--- src/rtl/bcd_pkg.sv ---
// rtl/bcd_pkg.sv - shared types and elaboration helpers for the binary-to-BCD converter
package bcd_pkg;

    localparam int DIGITS_DEFAULT = 8;

    typedef logic [3:0] bcd_digit_t;

    typedef enum logic [1:0] {IDLE, SHIFT, DONE} b2b_state_t;

    function automatic longint unsigned pow10(input int n);
        longint unsigned r;
        r = 1;
        for (int i = 0; i < n; i++) begin
            r = r * 10;
        end
        return r;
    endfunction

endpackage

--- src/rtl/bcd_add3_adj.sv ---
// rtl/bcd_add3_adj.sv - double-dabble per-nibble add-3 correction
module bcd_add3_adj
    import bcd_pkg::*;
(
    input  bcd_digit_t digit_i,
    output bcd_digit_t digit_o
);

    assign digit_o = (digit_i >= 4'd5) ? digit_i + 4'd3 : digit_i;

endmodule

--- src/rtl/bin_to_bcd_converter.sv ---
// rtl/bin_to_bcd_converter.sv - sequential double-dabble binary to packed BCD converter
module bin_to_bcd_converter
    import bcd_pkg::*;
#(
    parameter int DATA_W = 27,
    parameter int DIGITS = DIGITS_DEFAULT
) (
    input  logic                  clk,
    input  logic                  rst,
    input  logic                  start,
    input  logic [DATA_W-1:0]     bin,
    output logic                  busy,
    output logic                  done,
    output logic [4*DIGITS-1:0]   bcd,
    output logic                  overflow
);

    localparam int CW = $clog2(DATA_W + 1);
    localparam int BW = 4 * DIGITS;
    localparam longint unsigned THRESH = pow10(DIGITS);

    if (DATA_W < 4) begin : g_chk_data_w
        $error("bin_to_bcd_converter: DATA_W must be >= 4");
    end
    if (DIGITS < 1) begin : g_chk_digits
        $error("bin_to_bcd_converter: DIGITS must be >= 1");
    end

    b2b_state_t        state_q, state_d;
    logic [DATA_W-1:0] sh_q, sh_d;
    logic [BW-1:0]     scr_q, scr_d;
    logic [CW-1:0]     cnt_q, cnt_d;
    logic              ovf_flag_q, ovf_flag_d;
    logic [BW-1:0]     bcd_q, bcd_d;
    logic              overflow_q, overflow_d;

    logic [BW-1:0]     scr_adj;
    logic [BW-1:0]     scr_shift;
    logic [DATA_W-1:0] sh_shift;
    logic              load;

    for (genvar g = 0; g < DIGITS; g++) begin : g_adj
        bcd_add3_adj u_adj (
            .digit_i (scr_q[4*g +: 4]),
            .digit_o (scr_adj[4*g +: 4])
        );
    end

    assign scr_shift = {scr_adj[BW-2:0], sh_q[DATA_W-1]};
    assign sh_shift  = {sh_q[DATA_W-2:0], 1'b0};

    always_comb begin
        state_d    = state_q;
        sh_d       = sh_q;
        scr_d      = scr_q;
        cnt_d      = cnt_q;
        ovf_flag_d = ovf_flag_q;
        bcd_d      = bcd_q;
        overflow_d = overflow_q;
        load       = 1'b0;

        case (state_q)
            IDLE: begin
                load = start;
            end
            SHIFT: begin
                scr_d = scr_shift;
                sh_d  = sh_shift;
                cnt_d = cnt_q - CW'(1);
                if (cnt_q == CW'(1)) begin
                    state_d    = DONE;
                    // Overflowed scratch is garbage; publish the saturation pattern instead.
                    bcd_d      = ovf_flag_q ? {DIGITS{4'h9}} : scr_shift;
                    overflow_d = ovf_flag_q;
                end
            end
            DONE: begin
                load    = start;
                state_d = IDLE;
            end
            default: begin
                state_d = IDLE;
            end
        endcase

        if (load) begin
            state_d    = SHIFT;
            sh_d       = bin;
            scr_d      = '0;
            cnt_d      = CW'(DATA_W);
            ovf_flag_d = (64'(bin) >= THRESH);
        end
    end

    always_ff @(posedge clk) begin
        if (rst) begin
            state_q    <= IDLE;
            sh_q       <= '0;
            scr_q      <= '0;
            cnt_q      <= '0;
            ovf_flag_q <= 1'b0;
            bcd_q      <= '0;
            overflow_q <= 1'b0;
        end else begin
            state_q    <= state_d;
            sh_q       <= sh_d;
            scr_q      <= scr_d;
            cnt_q      <= cnt_d;
            ovf_flag_q <= ovf_flag_d;
            bcd_q      <= bcd_d;
            overflow_q <= overflow_d;
        end
    end

    assign busy     = (state_q == SHIFT);
    assign done     = (state_q == DONE);
    assign bcd      = bcd_q;
    assign overflow = overflow_q;

endmodule

--- config.mk ---
export PLATFORM = sky130hd
export DESIGN_NAME = bin_to_bcd_converter
export DESIGN_NICKNAME = d
export VERILOG_FILES = /design/src/rtl/bcd_pkg.sv /design/src/rtl/bcd_add3_adj.sv /design/src/rtl/bin_to_bcd_converter.sv
export SDC_FILE = /design/constraint.sdc
export NUM_CORES = 1
export LEC_CHECK = 0
export ABC_CLOCK_PERIOD_IN_PS = 4690
export CAP_MARGIN = 20
export CELL_PAD_IN_SITES_DETAIL_PLACEMENT = 2
export CELL_PAD_IN_SITES_GLOBAL_PLACEMENT = 2
export CORE_AREA = 5 5 108 131
export DETAILED_ROUTE_END_ITERATION = 8
export DIE_AREA = 0 0 113 136
export HOLD_SLACK_MARGIN = 0.12
export PLACE_DENSITY = 0.86
export SYNTH_ARGS = -nofsm -noshare
export SYNTH_HDL_FRONTEND = slang
export SYNTH_SLANG_ARGS = --single-unit
--- constraint.sdc ---
create_clock -name clk -period 4.69 [get_ports clk]
set_input_delay 0.469 -clock clk [delete_from_list [all_inputs] [get_ports clk]]
set_output_delay 0.469 -clock clk [all_outputs]
set_load 0.02 [all_outputs]
==> flow_summary_export.csv, run 1 <==
group,metric,value,unit
setup_path,cp.required,4960,ps
layout,final_common_cell,"dfxtp_1",
layout,nFillCells,1361,
clocking,clk_latency,340,ps
route,wl_per_cell,19.2,µm
route,drc,0,
layout,regArea,2000,µm²
floorplanning,initial_core_util,33.8,%
global_route,grt_max_degree,63,
setup_path,worstPathCellList,"nand2b_1, buf_4, inv_2, buf_4, nand2_1, or4_2, a31oi_1",
logic_synthesis,syn_area,4340,µm²
layout,fin_nets,575,
power_and_ir_drop,swShare,27.4,%
worst_hold_path,hold_class,"reg2reg",
clocking,cts_resized,0,
setup_path,r2r_setup_slack,2120,ps
layout,layout-drive-gt1-share,10.5,%
power_and_ir_drop,combPwrFrac,14.4,%
global_route,antenna_found_initial,0,
sta,fmax,389,MHz
power_and_ir_drop,irDropWorstVdd,157,µV
place,place_congestion,0.821,
setup_path,critical_path.max_fanout,62,
setup_path,crit_arrival,2840,ps
setup_path,path_class,"reg2reg",
route,vias_per_cell,5.47,
logic_synthesis,seq_area_frac_synth,46.1,%
place,io_buffers,64,
layout,final_core_util,42.3,%
global_route,track_usage,17.9,%
outcome,status,"finished clean",
setup_path,crit_path_frequent_cell,"buf_4",
logic_synthesis,synth_edf_count,0,
power_and_ir_drop,seqPwrFrac,45.9,%
sta,hold_viol_final,0,
clocking,cts_tree,"built",
clocking,clk_pin_slew_worst_paths,70,ps
logic_synthesis,syn_nets,525,
clocking,root_buffer,"clkbuf_16",
power_and_ir_drop,fin_total_pwr,2050,µW
logic_synthesis,avgSynthCellArea,9.10,µm²
sta,tns,0,ps
floorplanning,fp.dieH,136,µm
layout,mostFrequentLayoutCells,"dfxtp_1, clkdlybuf4s50_1, nor2_1",
logic_synthesis,synthCells,477,
clocking,cts_setup_buffers,0,
sta,period_share,54.8,%
setup_path,regToRegEndpoint,"cnt_q[4]",
power_and_ir_drop,pwr-share-clk,39.7,%
power_and_ir_drop,p_int,1490,µW
global_route,grt_remaining_overflow,0,
worst_hold_path,worstHoldPathCells,1,
floorplanning,die-area,15400,µm²
logic_synthesis,ys_types,39,
setup_path,ff2ff_path_depth,7,
sta,rsz0062_at_grt,"false",
sta,setup_violations,0,
floorplanning,ios,65,
setup_path,critPathSlowestCell,"or4_2",
clocking,cts.sinks,100,
sta,setup_ws,2120,ps
power_and_ir_drop,powerDensity,377,nW/µm²
setup_path,end_kind,"register",
layout,antenna_cells,0,
global_route,grt_pass1_vias,4246,
route,wirelength,13400,µm
worst_hold_path,hold_end,"bcd[9]",
route,ant_nets,0,
place,place_ws,2150,ps
setup_path,max_stage_delay,590,ps
clocking,numCtsBuffers,9,
route,vias,3826,
power_and_ir_drop,p_leak,0.00198,µW
sta,worst_pin_slew,1080,ps
setup_path,rr_startpoint,"state_q[0]",
clocking,htree_num_levels,3,
logic_synthesis,async_reset_ff_share,0,%
sta,finalClockSkew,8.14,ps
setup_path,cp-start-kind,"register",
clocking,max-clock-path-buffers,2,
route,drtPass1Iterations,4,
logic_synthesis,synth_ff_type,"dfxtp_1",
worst_hold_path,min_from,"bcd[9]",
global_route,grt_pass1_wl,22200,µm
floorplanning,core,12800,µm²
sta,drv_slew,0,
run,max_cap_violations,0,
floorplanning,rows,46,
logic_synthesis,yosys_warnings,0,
floorplanning,die_w,113,µm
layout,multiInputGateArea,2130,µm²
layout,areaGrowthSynthToFinish,25.0,%
logic_synthesis,ys_ff_latch,100,
power_and_ir_drop,p_switching,560,µW
clocking,cts_hold_buf,0,
sta,slew_headroom,27.7,%
place,dpl.hpwl,9260,µm
sta,min_period,2570,ps
route,drtIter0Drc,127,
worst max path at each step:
stage	start	endpoint	slack (ps)	cells past startpoint
CTS	state_q[0]	cnt_q[4]	2100	7
floorplan	cnt_q[0]	bcd[10]	2890	6
finish	state_q[0]	cnt_q[4]	2120	7
global route	state_q[0]	cnt_q[4]	1920	7
detailed placement	state_q[0]	cnt_q[4]	2150	7
global placement	start	sh_q[12]	2280	6
power groups by stage:
stage	Combinational (µW)	Clock [µW]	Sequential, µW
after floorplan	184	0	953
after global placement	273	0	952
after detailed placement	292	0	957
after CTS	298	825	939
after global routing	324	861	946
final	294	813	939
sequential cells by signal, indices dropped and copies added (netlist names):
| signal | flops |
|---|---|
| overflow | 1 |
| scr_q | 32 |
| ovf_flag_q | 1 |
| sh_q | 27 |
| state_q | 2 |
| bcd | 32 |
| cnt_q | 5 |
cell type report:
class | instances | area share (%)
clock buffers | 9 | 4.15
clock inverters | 7 | 1.84
inverters | 20 | 1.38
multi-input cells | 326 | 39.3
flip-flops and latches | 100 | 36.9
well taps | 168 | 3.87
repair buffers | 70 | 12.5
kinds of logic (layout without fill, tap and decap cells):
logic type      Yosys count  after routing  share of synthesized area (%)
simple gates            155            155                           18.2
buf+inv                  51            106                           4.81
mux                       9              9                           2.07
compound gates          134            134                           21.6
flops                   100            100                           46.1
xor+xnor                 10             10                           2.02
fa+ha+maj                18             18                           5.19
critical path: cells and delay by family (launching register included):
| family | cells | cell delay [ps] |
|---|---|---|
| flops | 1 | 380 |
| simple gates | 3 | 960 |
| compound gates | 1 | 180 |
| buf+inv | 3 | 950 |
cells in the mapped netlist, types with 10 or more instances:
master / count / area share (%)
dfxtp_1: 100 / 46
nor2_1: 62 / 5.4
nor3_1: 37 / 4.3
a21oi_1: 31 / 3.6
clkbuf_1: 26 / 2.2
o22ai_1: 25 / 3.6
a211oi_1: 22 / 3.8
ha_1: 18 / 5.2
inv_1: 18 / 1.6
a31o_2: 16 / 3.2
nor3b_1: 16 / 2.8
nand2b_1: 11 / 1.6
a22o_2: 10 / 2.3
a311oi_1: 10 / 2.0
nand2_1: 10 / 0.86
o21ai_0: 10 / 1.2
per-layer routing:
layer	up-vias	track usage [%]	part of all wire, %
li1	1837	-	-
met2	84	33.4	54
met1	1890	21.0	42
met3	15	2.72	3.3
met4	0	5.54	1.1
met5	-	0	0
metrics by stage:
step                      instances  hold slack, ps  area [µm²]
after floorplan                 477             446        4340
after global placement          684             464        5100
after detailed placement        684             482        5100
after CTS                       700             495        5430
after global routing            700             511        5430
final                           700             493        5430
No activity file was read; power rests on OpenSTA's default activity.
==> run 2: changes to the inputs <==
--- a/config.mk
+++ b/config.mk
@@ -5,15 +5,15 @@
 export SDC_FILE = /design/constraint.sdc
 export NUM_CORES = 1
 export LEC_CHECK = 0
-export ABC_CLOCK_PERIOD_IN_PS = 4690
+export ABC_CLOCK_PERIOD_IN_PS = 2700
 export CAP_MARGIN = 20
 export CELL_PAD_IN_SITES_DETAIL_PLACEMENT = 2
 export CELL_PAD_IN_SITES_GLOBAL_PLACEMENT = 2
-export CORE_AREA = 5 5 108 131
+export CORE_AREA = 5 5 111 134
 export DETAILED_ROUTE_END_ITERATION = 8
-export DIE_AREA = 0 0 113 136
+export DIE_AREA = 0 0 116 139
 export HOLD_SLACK_MARGIN = 0.12
-export PLACE_DENSITY = 0.86
+export PLACE_DENSITY = 0.82
 export SYNTH_ARGS = -nofsm -noshare
 export SYNTH_HDL_FRONTEND = slang
 export SYNTH_SLANG_ARGS = --single-unit
==> constraint.sdc (replaced) <==
create_clock -name clk -period 2.7 [get_ports clk]
set_input_delay 0.27 -clock clk [delete_from_list [all_inputs] [get_ports clk]]
set_output_delay 0.27 -clock clk [all_outputs]
set_load 0.02 [all_outputs]
==> run 2 against run 1 <==
Against the previous run:
- sequential power is 74% higher
- critical path depth fell by 4
- global-route usage fell by 0.62 points
- clock skew is 0.76 ps lower
- critical path type is now reg2out
- largest cell class unchanged
==> flow_summary_export.csv, run 2 (synthesized netlist as in run 1, its figures left out) <==
group,metric,value,unit
floorplanning,ios,65,
sta,worst_pin_slew,770,ps
setup_path,crit_arrival,1960,ps
floorplanning,core,13500,µm²
worst_hold_path,min_from,"bcd[6]",
layout,fin_nets,581,
clocking,cts_setup_buffers,0,
power_and_ir_drop,p_leak,0.00202,µW
global_route,grt_remaining_overflow,0,
global_route,grt_pass1_vias,4349,
global_route,grt_pass1_wl,22400,µm
power_and_ir_drop,combPwrFrac,14.4,%
clocking,cts_hold_buf,0,
sta,slew_headroom,48.7,%
route,drc,0,
route,vias,3834,
clocking,clk_latency,350,ps
clocking,clk_pin_slew_worst_paths,70,ps
setup_path,cp-start-kind,"register",
route,drtIter0Drc,113,
place,dpl.hpwl,9480,µm
run,max_cap_violations,0,
outcome,status,"finished clean",
global_route,track_usage,17.3,%
clocking,htree_num_levels,3,
setup_path,crit_path_start,"state_q[0]",
layout,areaGrowthSynthToFinish,26.0,%
sta,tns,0,ps
power_and_ir_drop,p_int,2590,µW
floorplanning,initial_core_util,32.1,%
clocking,max-clock-path-buffers,2,
route,wl_per_cell,18.9,µm
sta,period_share,82.8,%
setup_path,end_kind,"output pin",
sta,hold_viol_final,0,
floorplanning,rows,47,
setup_path,critical_path.max_fanout,12,
power_and_ir_drop,p_switching,974,µW
route,ant_nets,0,
power_and_ir_drop,powerDensity,651,nW/µm²
sta,fmax,448,MHz
floorplanning,fp.dieH,139,µm
power_and_ir_drop,pwr-share-clk,39.7,%
clocking,cts.sinks,100,
route,wirelength,13400,µm
sta,rsz0062_at_grt,"false",
layout,mostFrequentLayoutCells,"dfxtp_1, clkdlybuf4s50_1, nor2_1",
place,place_congestion,0.778,
power_and_ir_drop,seqPwrFrac,45.8,%
clocking,cts_resized,0,
layout,fin_cells,709,
power_and_ir_drop,swShare,27.3,%
sta,finalClockSkew,7.38,ps
route,drtPass1Iterations,4,
global_route,antenna_found_initial,0,
route,vias_per_cell,5.41,
setup_path,path_class,"reg2out",
layout,final_core_util,40.5,%
power_and_ir_drop,irDropWorstVdd,341,µV
clocking,cts_tree,"built",
clocking,numCtsBuffers,9,
setup_path,rr_startpoint,"cnt_q[0]",
layout,layout-drive-gt1-share,11.3,%
sta,setup_violations,0,
floorplanning,die_w,116,µm
place,placed_cells,693,
setup_path,cp.required,2430,ps
layout,antenna_cells,0,
sta,drv_slew,0,
floorplanning,die-area,16100,µm²
place,io_buffers,64,
global_route,grt_max_degree,40,
sta,fin_hold_ws,487,ps
clocking,root_buffer,"clkbuf_16",
layout,nFillCells,1499,
layout,final_common_cell,"dfxtp_1",
sta,min_period,2230,ps
worst_hold_path,hold_class,"reg2reg",
run 2: final timing paths:
path | endpoint | slack (ps) | depth (start not counted)
hold / removal | bcd[6] | 490 | 1
setup reg to reg | bcd[16] | 540 | 5
hold reg to reg | bcd[6] | 490 | 1
setup / recovery | busy | 470 | 3
run 2: cell type report:
cell class / instances / area (µm²) / area share, %
tap: 171 / 214 / 3.91
multi-input combinational: 326 / 2130 / 39.0
sequential: 100 / 2000 / 36.6
clock buffer: 9 / 225 / 4.12
inverter: 20 / 75.1 / 1.37
timing repair buffer: 76 / 726 / 13.3
clock inverter: 7 / 98.8 / 1.81
run 2: critical path, cell delays in order, from the launching register on:
cell and delay (ps):
dfxtp_1 390, nand2b_1 350, inv_2 230, clkdlybuf4s50_1 640
run 2: power by group through the flow:
stage / Combinational [µW] / Sequential [µW] / Clock (µW)
3_5_place_dp: 513 / 1660 / 0
4_1_cts: 521 / 1630 / 1450
5_1_grt: 571 / 1640 / 1500
2_1_floorplan: 319 / 1660 / 0
3_3_place_gp: 485 / 1660 / 0
6_report: 514 / 1630 / 1420
run 2: stage by stage:
step                      setup slack (ps)  cell area [µm²]  power, µW
after CTS                              454             5470       3600
after detailed placement               605             5150       2180
after global routing                   369             5470       3710
after global placement                 708             5150       2140
after floorplan                        895             4340       1970
final                                  465             5470       3560
run 2: routing by layer:
layer	part of all wire, %	GRT usage, %
met4	1.6	5.80
met2	53	31.3
met1	43	20.8
met5	0	0
met3	2.3	2.18
==> run 3: changes to the inputs <==
--- a/config.mk
+++ b/config.mk
@@ -5,15 +5,15 @@
 export SDC_FILE = /design/constraint.sdc
 export NUM_CORES = 1
 export LEC_CHECK = 0
-export ABC_CLOCK_PERIOD_IN_PS = 2700
+export ABC_CLOCK_PERIOD_IN_PS = 2000
 export CAP_MARGIN = 20
 export CELL_PAD_IN_SITES_DETAIL_PLACEMENT = 2
 export CELL_PAD_IN_SITES_GLOBAL_PLACEMENT = 2
-export CORE_AREA = 5 5 111 134
+export CORE_AREA = 5 5 116 140
 export DETAILED_ROUTE_END_ITERATION = 8
-export DIE_AREA = 0 0 116 139
+export DIE_AREA = 0 0 121 145
 export HOLD_SLACK_MARGIN = 0.12
-export PLACE_DENSITY = 0.82
+export PLACE_DENSITY = 0.79
 export SYNTH_ARGS = -nofsm -noshare
 export SYNTH_HDL_FRONTEND = slang
 export SYNTH_SLANG_ARGS = --single-unit
==> constraint.sdc (replaced) <==
create_clock -name clk -period 2 [get_ports clk]
set_input_delay 0.2 -clock clk [delete_from_list [all_inputs] [get_ports clk]]
set_output_delay 0.2 -clock clk [all_outputs]
set_load 0.02 [all_outputs]
==> run 3 against run 2 <==
Against the previous run:
- sequential share of layout area decreased by 0.85 points
- cell count increased by 5.4%
- cell area increased by 2.4%
- clock-buffer cell count increased by 2
- worst setup slack got worse by 370 ps
- first-iteration DRC count increased by 27%
- worst hold slack got worse by 140 ps
- utilization decreased by 2.5 points
- flip-flop and latch count unchanged
- via count increased by 1.1%
- critical endpoint is now bcd[14]
- total power increased by 36%
==> flow_summary_export.csv, run 3 (synthesized netlist as in run 1, its figures left out) <==
group,metric,value,unit
outcome,status,"finished clean",
power_and_ir_drop,p_leak,0.00206,µW
setup_path,path_class,"reg2reg",
route,met1Wirelength,5590,µm
setup_path,crit_arrival,2200,ps
layout,layout-drive-gt1-share,12.2,%
route,drtPass1Iterations,4,
setup_path,regToRegEndpoint,"bcd[14]",
global_route,grt_pass1_wl,22000,µm
sta,rsz0062_at_grt,"false",
layout,antenna_cells,0,
route,top_layer_used,"met4",
route,wl_per_cell,18.0,µm
place,place_congestion,0.771,
sta,fmax,524,MHz
layout,multiInputGateArea,2130,µm²
place,dpl.hpwl,9650,µm
floorplanning,die-area,17500,µm²
route,wirelength,13500,µm
power_and_ir_drop,irDropWorstVdd,306,µV
setup_path,cp-start-kind,"register",
setup_path,critical_path.max_fanout,10,
sta,hold_viol_final,0,
route,dr_wl_met3,447,µm
sta,min_period,1910,ps
worst_hold_path,hold_class,"in2reg",
clocking,max-clock-path-buffers,2,
floorplanning,core,14800,µm²
setup_path,end_kind,"register",
route,ant_nets,0,
run,max_cap_violations,0,
layout,mostFrequentLayoutCells,"dfxtp_1, clkdlybuf4s50_1, nor2_1",
route,drc,0,
global_route,grt_remaining_overflow,0,
layout,nFillCells,1629,
sta,tns,0,ps
worst_hold_path,min_from,"rst",
floorplanning,ios,65,
route,drtIter0Drc,143,
sta,worst_pin_slew,438,ps
layout,regArea,2000,µm²
clocking,numCtsBuffers,9,
clocking,clk_latency,350,ps
setup_path,ff2ff_path_depth,6,
clocking,cts_tree,"built",
setup_path,r2r_setup_slack,90,ps
floorplanning,initial_core_util,29.4,%
layout,areaGrowthSynthToFinish,29.0,%
layout,fin_nets,586,
setup_path,cp.required,2300,ps
setup_path,crit_path_start,"cnt_q[0]",
clocking,cts.sinks,100,
floorplanning,rows,49,
layout,final_common_cell,"dfxtp_1",
route,vias_per_cell,5.19,
clocking,clk_pin_slew_worst_paths,70,ps
sta,drv_slew,0,
power_and_ir_drop,fin_total_pwr,4860,µW
setup_path,rr_startpoint,"cnt_q[0]",
worst_hold_path,worstHoldPathCells,3,
sta,period_share,95.4,%
global_route,track_usage,15.6,%
global_route,antenna_found_initial,0,
global_route,grt_max_degree,40,
floorplanning,die_w,121,µm
sta,slew_headroom,70.6,%
place,io_buffers,64,
sta,finalClockSkew,13.1,ps
floorplanning,fp.dieH,145,µm
route,met2_length,7260,µm
route,vias,3876,
power_and_ir_drop,powerDensity,867,nW/µm²
global_route,grt_pass1_vias,4365,
clocking,htree_num_levels,3,
worst_hold_path,hold_end,"state_q[0]",
sta,setup_violations,0,
clocking,root_buffer,"clkbuf_16",
run 3: changes by cell type in the layout (fill, tap and decap cells not counted):
cell      delta
buf_4        +1
buf_6        +1
clkbuf_8     +2
clkinv_4     -2
buf_12       +3
run 3: layout make-up:
class / count / area share (%)
Sequential cell: 100 / 35.7
Clock inverter: 5 / 1.45
Timing Repair Buffer: 81 / 14.4
Inverter: 20 / 1.34
Tap cell: 204 / 4.56
Clock buffer: 11 / 4.51
Multi-Input combinational cell: 326 / 38.1
run 3: metal layers:
layer | track usage, % | up-vias
met5 | 0 | -
met4 | 4.42 | 0
met3 | 3.50 | 10
met2 | 28.9 | 61
met1 | 17.6 | 1948
li1 | - | 1857
run 3: what timing repair did:
action,in CTS,in global routing
resized for setup,0,1
hold buffers,0,0
buffers inserted,0,0
setup endpoints to repair,0,5
run 3: power by group:
group          switching, µW  internal (µW)
Clock                    770           1170
Sequential              93.2           2110
Combinational            415            306
run 3: per-stage QoR:
stage	hold WS [ps]	worst slack [ps]	area (µm²)	utilization, %	std cells
6_report	350	93.0	5600	37.9	747
5_1_grt	371	21.2	5600	37.9	747
4_1_cts	343	71.3	5600	37.9	747
3_5_place_dp	477	97.1	5270	35.6	731
3_3_place_gp	470	185	5270	35.6	731
2_1_floorplan	381	195	4340	-	477
run 3: worst max-delay path by stage:
| stage | endpoint | cells after the start |
|---|---|---|
| 2_1_floorplan | bcd[10] | 6 |
| 3_3_place_gp | bcd[13] | 6 |
| 3_5_place_dp | bcd[17] | 6 |
| 4_1_cts | bcd[17] | 6 |
| 5_1_grt | bcd[14] | 6 |
| 6_report | bcd[14] | 6 |
run 3: critical path: stages, from the launching register on:
cell and delay (ps):
dfxtp_1 400, ha_1 160, or4b_4 490, or2_4 290, nor3_4 140, buf_4 220, a22o_2 150
